==> config.mk <==
export PLATFORM = sky130hd
export DESIGN_NAME = preimage_search
export DESIGN_NICKNAME = d
export VERILOG_FILES = /design/src/rtl/preimage_search_pkg.sv /design/src/rtl/preimage_search_cell.sv /design/src/rtl/preimage_search.sv
export SDC_FILE = /design/constraint.sdc
export NUM_CORES = 1
export LEC_CHECK = 0
export ABC_AREA = 1
export CAP_MARGIN = 20
export CORE_ASPECT_RATIO = 0.9
export CORE_MARGIN = 8
export CORE_UTILIZATION = 50
export CTS_BUF_LIST = sky130_fd_sc_hd__clkbuf_2
export DETAILED_ROUTE_END_ITERATION = 16
export GPL_TIMING_DRIVEN = 1
export HOLD_SLACK_MARGIN = 0.03
export PLACE_DENSITY = 0.74
export SETUP_SLACK_MARGIN = 0.2
export SLEW_MARGIN = 25
export SYNTH_ARGS = -nofsm -noshare
export SYNTH_HDL_FRONTEND = slang
export SYNTH_SLANG_ARGS = --single-unit
export TNS_END_PERCENT = 1
==> constraint.sdc <==
create_clock -name clk -period 1.9 [get_ports clk]
set_input_delay 0.285 -clock clk [delete_from_list [all_inputs] [get_ports clk]]
set_output_delay 0.285 -clock clk [all_outputs]
set_load 0.02 [all_outputs]
==> src/rtl/preimage_search_pkg.sv <==
// Shared definitions for the preimage search block.
//   IDX_W  : width of the sweep index {a,b}
//   DATA_W : width of each cell operand and of the cell output
//   CNT_W  : width of the match counter (must hold 0..256)
//   state_t: controller states
package preimage_search_pkg;
  localparam int IDX_W  = 8;
  localparam int DATA_W = 4;
  localparam int CNT_W  = 9;

  typedef enum logic [1:0] {
    IDLE   = 2'd0,
    SEARCH = 2'd1,
    HOLD   = 2'd2,
    DONE   = 2'd3
  } state_t;
endpackage

==> src/rtl/preimage_search_cell.sv <==
// Fixed 4-bit combinational cell function y = F(a,b).
//   a, b : operands
//   y    : cell output
module cell_func
  import preimage_search_pkg::*;
(
  input  logic [DATA_W-1:0] a,
  input  logic [DATA_W-1:0] b,
  output logic [DATA_W-1:0] y
);
  logic w3;
  logic or_ab;

  assign w3    = a[1] | (a[2] & b[0]);
  // Shared term of y2/y3.
  assign or_ab = (a[3] | b[2]) & b[3];

  assign y[0] = ((a[0] ^ b[1]) | (a[0] & b[0])) & w3;
  assign y[1] = ~(w3 & b[1]) ^ b[2];
  assign y[2] = a[1] | ~(~a[3] | or_ab);
  assign y[3] = ~or_ab;
endmodule

==> src/rtl/preimage_search.sv <==
// Exhaustive preimage search over the 4-bit cell function F.
// Sweeps idx = {a,b} from 0 to 255, presenting each (a,b) with F==target
// through a valid/ack handshake.
//   clk, rst_n   : clock, asynchronous active-low reset
//   start,target : launch a search for y == target (sampled in IDLE)
//   match_ack    : consumer accepts the presented match (HOLD only)
//   busy         : not IDLE
//   match_valid  : a_out/b_out hold a preimage
//   a_out, b_out : operands of the presented match
//   done         : one-cycle pulse at the end of a search
//   match_cnt    : matches found in the current or last search
module preimage_search
  import preimage_search_pkg::*;
#(
  parameter int FIRST_ONLY = 0
) (
  input  logic              clk,
  input  logic              rst_n,
  input  logic              start,
  input  logic [DATA_W-1:0] target,
  input  logic              match_ack,
  output logic              busy,
  output logic              match_valid,
  output logic [DATA_W-1:0] a_out,
  output logic [DATA_W-1:0] b_out,
  output logic              done,
  output logic [CNT_W-1:0]  match_cnt
);
  state_t            state, state_nx;
  logic [IDX_W-1:0]  idx, idx_nx;
  logic [DATA_W-1:0] tgt, tgt_nx;
  logic [DATA_W-1:0] a_nx, b_nx;
  logic [CNT_W-1:0]  cnt_nx;
  logic [DATA_W-1:0] y;
  logic              hit;
  logic              idx_last;

  cell_func u_cell (
    .a (idx[IDX_W-1:DATA_W]),
    .b (idx[DATA_W-1:0]),
    .y (y)
  );

  assign hit      = (y == tgt);
  assign idx_last = (idx == {IDX_W{1'b1}});

  always_comb begin
    state_nx = state;
    idx_nx   = idx;
    tgt_nx   = tgt;
    a_nx     = a_out;
    b_nx     = b_out;
    cnt_nx   = match_cnt;
    case (state)
      IDLE: begin
        if (start) begin
          tgt_nx   = target;
          idx_nx   = '0;
          cnt_nx   = '0;
          state_nx = SEARCH;
        end
      end
      SEARCH: begin
        if (hit) begin
          a_nx     = idx[IDX_W-1:DATA_W];
          b_nx     = idx[DATA_W-1:0];
          cnt_nx   = match_cnt + CNT_W'(1);
          state_nx = HOLD;
        end else if (idx_last) begin
          state_nx = DONE;
        end else begin
          idx_nx = idx + IDX_W'(1);
        end
      end
      HOLD: begin
        // idx is only advanced when there is somewhere left to go, so it
        // never wraps past 255.
        if (match_ack) begin
          if ((FIRST_ONLY != 0) || idx_last) begin
            state_nx = DONE;
          end else begin
            idx_nx   = idx + IDX_W'(1);
            state_nx = SEARCH;
          end
        end
      end
      DONE:    state_nx = IDLE;
      default: state_nx = IDLE;
    endcase
  end

  // Status outputs are registered from the next state so they line up
  // exactly with the state they describe.
  always_ff @(posedge clk or negedge rst_n) begin
    if (!rst_n) begin
      state       <= IDLE;
      idx         <= '0;
      tgt         <= '0;
      a_out       <= '0;
      b_out       <= '0;
      match_cnt   <= '0;
      busy        <= 1'b0;
      match_valid <= 1'b0;
      done        <= 1'b0;
    end else begin
      state       <= state_nx;
      idx         <= idx_nx;
      tgt         <= tgt_nx;
      a_out       <= a_nx;
      b_out       <= b_nx;
      match_cnt   <= cnt_nx;
      busy        <= (state_nx != IDLE);
      match_valid <= (state_nx == HOLD);
      done        <= (state_nx == DONE);
    end
  end
endmodule

---- Yosys cells after proc, flatten, opt, wreduce, memory -nomap -nowiden ----
Index checks and enable logic that the tools add are counted.
word-level totals
  bits in registers ....................... 34
  latch bits .............................. 0
  RAM bits ................................ 0
  ROM bits ................................ 0
  bits of input ports ..................... 8
  output and inout port bits .............. 20
  memories ................................ 0
cells by class
  $add $sub $neg .......................... 2
  multipliers ............................. 0
  divide/modulo/power cells ............... 0
  $lt $le $gt $ge ......................... 0
  equal/unequal tests ..................... 11
  shift-type cells ........................ 0
  mux-type cells .......................... 14
  bitwise operators ....................... 16
  reduce and logical (&&, ||, !) cells .... 8
operators with widths
  operator                                                          count
  8-bit two-way mux                                                 4
  8-bit case mux with 3 select lines                                1
  9-bit two-way mux                                                 2
  9-bit case mux with 2 select lines                                1
  2-bit two-way mux                                                 5
  9-bit by 1-bit adder with 9-bit output (second input constant)    1
  8-bit by 1-bit adder with 8-bit output (second input constant)    1
  2-bit == test (second input constant)                             4
  8-bit == test (second input constant)                             1
  2-bit != test (second input constant)                             4
  2-bit case mux with 4 select lines                                1
  1-bit AND                                                         5
  1-bit OR                                                          5
  4-bit == test                                                     1
  1-bit inverter                                                    4
  2-bit AND reduction                                               2
  4-bit AND reduction                                               1
  2-bit nonzero test                                                2
  3-bit AND reduction                                               1
  3-bit nonzero test                                                1
  2-bit by 1-bit == test with 1-bit output (second input constant)  1
  2-bit logical NOT                                                 1
  1-bit bitwise XOR                                                 2

---- Logic depth before layout (Yosys ltp) ----
  depth in word-level cells ............... 9
  mapped depth ............................ 11
  depth with buffers taken out ............ 11

---- By module ----
Synthesis repeated with hierarchy kept, for this count alone.
second synthesis, totals
  cell total of the unflattened synthesis .. 260
  area, all modules ....................... 1921.8 um2
by module, submodules not included
  module           instances  cells each  area each (um2)  sequential area each (um2)
  preimage_search  1          243         1850.5           850.8
  cell_func        1          17          71.3             0.0

---- Least setup slack after synthesis ----
OpenSTA, ideal clock, no wires.
  kind .................................... reg-to-reg
  start ................................... reg state[0]
  end ..................................... reg idx[5]
  setup time .............................. 0.118 ns
  data arrival time ....................... 1.614 ns
  data required time ...................... 1.782 ns
  slack ................................... 0.168 ns
  stages on the path, launching flop included .. 10
  cells stage by stage .................... dfrtp_1 -> inv_1 -> ha_1 -> buf_1 -> inv_1 -> a21oi_1 -> nand3_4 -> buf_12 -> nand2_2 -> o21ai_2
on the way
  longest elaborated chain between the ends .. 3
ends and longest elaborated chain
  item                                                                  line                    text
  from (decl)                                                           preimage_search.sv:29   state_t state, state_nx;
  from (signal assigned)                                                preimage_search.sv:106  state <= state_nx;
  2-bit by 1-bit == test with 1-bit output (tied with other cells)      preimage_search.sv:54   case (state)
  2-bit != test (no line) / 3-bit nonzero test (equally long branches)  --
  4-bit AND reduction (no line)                                         --
  to (signal assigned)                                                  preimage_search.sv:107  idx <= idx_nx;
  to (decl)                                                             preimage_search.sv:30   logic [IDX_W-1:0] idx, idx_nx;
Parallel ways exist; a longest one is shown, timed or not.
A chain may end at the register's enable or synchronous reset.

---- Worst setup path after layout ----
  start ................................... reg match_cnt[4]
  end ..................................... out match_cnt[4]
RTL lines
  item                    line                    text
  from (decl)             preimage_search.sv:27   output logic [CNT_W-1:0] match_cnt
  from (signal assigned)  preimage_search.sv:111  match_cnt <= cnt_nx;
No word-level cell between the ends.

==> out/qor.yml <==
run_status:
  status: "complete, no violations"
sta:
  rsz0062_at_grt: "yes"
  slew_headroom: 0.713
  slew_viol_final: 0
  finClkSkew_ns: 0.0187
  fmax_mhz: 566
  worst_slew_pin_slew_ns: 0.431
  setup_viol: 0
  finalHoldViolations: 0
  post-route-min-period_ns: 1.77
  final.setup.tns_ns: 0
  post-route-period-util: 0.930
clock_tree:
  clock-sinks: 34
  htreeDepth: 2
  clock_path_buffers: 2
  numCtsBuffers: 5
  cts_tree: "yes"
  cts_hold_buf: 0
  cts.clk_slew.worst_paths_ns: 0.19
  clk_latency_ns: 0.37
  cts-root-buf: "clkbuf_2"
pwr:
  clockPowerShare: 0.121
  p_sw_uw: 1310
  powerDensity_nw_per_um2: 1170
  leakagePower_uw: 0.00114
  vdd_ir_drop_max_mv: 0.762
  internal_power_uw: 1500
  switching_share: 0.466
  power_frac_seq: 0.358
  p_comb_frac: 0.521
route:
  ant_nets: 0
  vias: 1764
  m1WireLength_um: 2070
  drc_errors: 0
  wirelength_um: 4410
  routedWlPerCell_um: 13.1
  viasPerCell: 5.23
  dr.pass1.iters: 4
  highest_layer: "met4"
  drtIter0Drc: 101
  wl_met3_um: 323
  wl_met2_um: 1980
floorplanning:
  core_um2: 3730
  num_io_pins: 28
  die_w_um: 82.0
  die_h_um: 75.4
  die_area_um2: 6180
  rows: 21
  initial_core_util: 0.525
synthesis:
  ys_types: 26
  synth.avg_cell_area_um2: 7.81
  synth-seq-cells: 34
  synth_edf_count: 0
  yosys_most_used_dff: "dfrtp_1"
  yosys_warnings: 0
  ys_seq_area_frac: 0.434
  syn_inst: 251
  synth-async-reset-ratio: 1.00
  synth_fp_nets: 264
  synthesis.area_um2: 1960
cells_and_area:
  final_cells: 337
  antenna_cells: 0
  syn_to_final_growth_pct: 22.1
  finish.utilization: 0.642
  drive_gt1_frac: 0.168
  nets: 303
setup_path:
  critical-path-max-stage-delay_ns: 0.64
  cp_slowest_cell: "clkdlybuf4s50_1"
  endpoint_kind: "output port"
  required_ns: 1.62
  crit_family: "buffers and inverters"
  rr_startpoint: "state[0]$_DFF_PN0_"
  crit_fanout: 5
  cp-start-kind: "register"
  crit_buf_inv: 1
  crit_arrival_ns: 1.48
  criticalPathCategory: "reg -> out"
  crit_chain: "clkdlybuf4s50_1"
  critPathLaunch: "match_cnt[4]$_DFFE_PN0P_"
placement:
  portBuffers: 27
  dpl.cell_count: 325
  dpl.hpwl_um: 3110
  gp_congestion: 0.879
grt:
  grtUsageTotal: 0.152
  grt_max_degree: 35
  grt_overflow: 0
  grt_pass1_wl_um: 7380
  grt_pass1_vias: 1616
  grt_antenna_before_repair: 0
min_path:
  hold_path_class: "in -> async"
flow_run:
  cap_violations: 0
-- per-layer routing --
layer  up-vias  GRT usage
met1       805      0.210
met2        64      0.232
met5         -          0
li1        891          -
met3         4     0.0318
met4         0     0.0467
-- synthesized netlist by cell type (2+ instances only) --
| cell | number | area (um^2) |
|---|---|---|
| a21oi_1 | 10 | 50.1 |
| clkbuf_1 | 2 | 7.51 |
| dfrtp_1 | 34 | 851 |
| ha_1 | 5 | 62.6 |
| inv_1 | 25 | 93.8 |
| inv_2 | 2 | 7.51 |
| nand2_1 | 78 | 293 |
| nand2_2 | 6 | 37.5 |
| nand2_4 | 2 | 22.5 |
| nand3_1 | 24 | 120 |
| nand3b_1 | 2 | 15.0 |
| nand4_1 | 5 | 31.3 |
| nor2_1 | 18 | 67.6 |
| nor3_1 | 3 | 15.0 |
| nor3b_1 | 2 | 15.0 |
| o21ai_0 | 14 | 70.1 |
| o21ai_2 | 8 | 70.1 |
| xnor2_1 | 2 | 17.5 |
| xor2_1 | 2 | 17.5 |
-- power groups by stage --
stage | registers, uW | clock network, uW | logic (uW)
2_1_floorplan | 1080 | 0 | 935
5_1_grt | 1030 | 381 | 1610
4_1_cts | 1010 | 358 | 1410
3_3_place_gp | 1020 | 0 | 1310
3_5_place_dp | 1030 | 0 | 1330
6_report | 1010 | 339 | 1470
-- metrics by stage --
stage	setup WS (ns)	hold slack [ns]	total power (uW)	cell area (um^2)
finish	0.133	0.281	2810	2390
global route	0.0370	0.293	3020	2390
CTS	0.0713	0.268	2770	2360
detailed placement	0.0729	0.475	2360	2290
global placement	0.171	0.466	2330	2290
floorplan	0.254	-0.0106	2010	1960
-- cell usage in the layout, fill, tap and decap left out, drive strengths merged, types with 2 or more instances in the layout --
master | netlist | final
inv | 27 | 27
a21oi | 10 | 10
nand2 | 86 | 86
xnor2 | 2 | 2
clkinv | 0 | 2
nand3b | 2 | 2
clkbuf | 2 | 5
nand3 | 25 | 26
buf | 3 | 9
clkdlybuf4s50 | 0 | 25
nor2 | 19 | 19
o21ai | 22 | 22
nand4 | 6 | 6
ha | 5 | 5
xor2 | 2 | 2
nor3 | 3 | 3
nor3b | 2 | 2
dfrtp | 34 | 34
-- area by class of cell --
type | instances | area [um^2]
fillers | 316 | 1340
well taps | 46 | 57.6
flip-flops and latches | 34 | 856
clock buffers | 5 | 25.0
multi-input cells | 186 | 1000
clock inverters | 3 | 16.3
inverters | 27 | 101
repair buffers | 36 | 339
-- timing repair --
action,4_1_cts,5_1_grt
cloned,1,0
setup buffers,1,2
resized for setup,3,10
endpoints found under the setup margin,20,44
pin swaps,1,2
-- kinds of logic (layout without fill, tap and decap cells) --
family	after synthesis	after routing	share of synthesized area
flops	34	34	0.434
fa+ha+maj	5	5	0.0319
compound gates	32	32	0.0970
xor+xnor	4	4	0.0179
buf+inv	32	71	0.0734
mux	1	1	0.00574
simple gates	143	144	0.340
-- flip-flops by register name (all words and copies together) (netlist names) --
name	count
idx	8
state	2
a_out	4
match_cnt	9
b_out	4
busy	1
match_valid	1
done	1
tgt	4
-- final timing paths --
| path | slack [ns] | end | depth (start not counted) |
|---|---|---|---|
| worst max-delay path | 0.13 | match_cnt[4] | 1 |
| worst min-delay path | 0.28 | state[1]$_DFF_PN0_ | 2 |
| worst max register to register | 0.15 | busy$_DFF_PN0_ | 11 |
| worst min register to register | 0.51 | b_out[2]$_DFFE_PN0P_ | 2 |
| max in group asynchronous | 1.28 | idx[5]$_DFFE_PN0P_ | 2 |
| min in group clk | 0.45 | tgt[0]$_DFFE_PN0P_ | 3 |
Power figures use the tool's default switching activity.
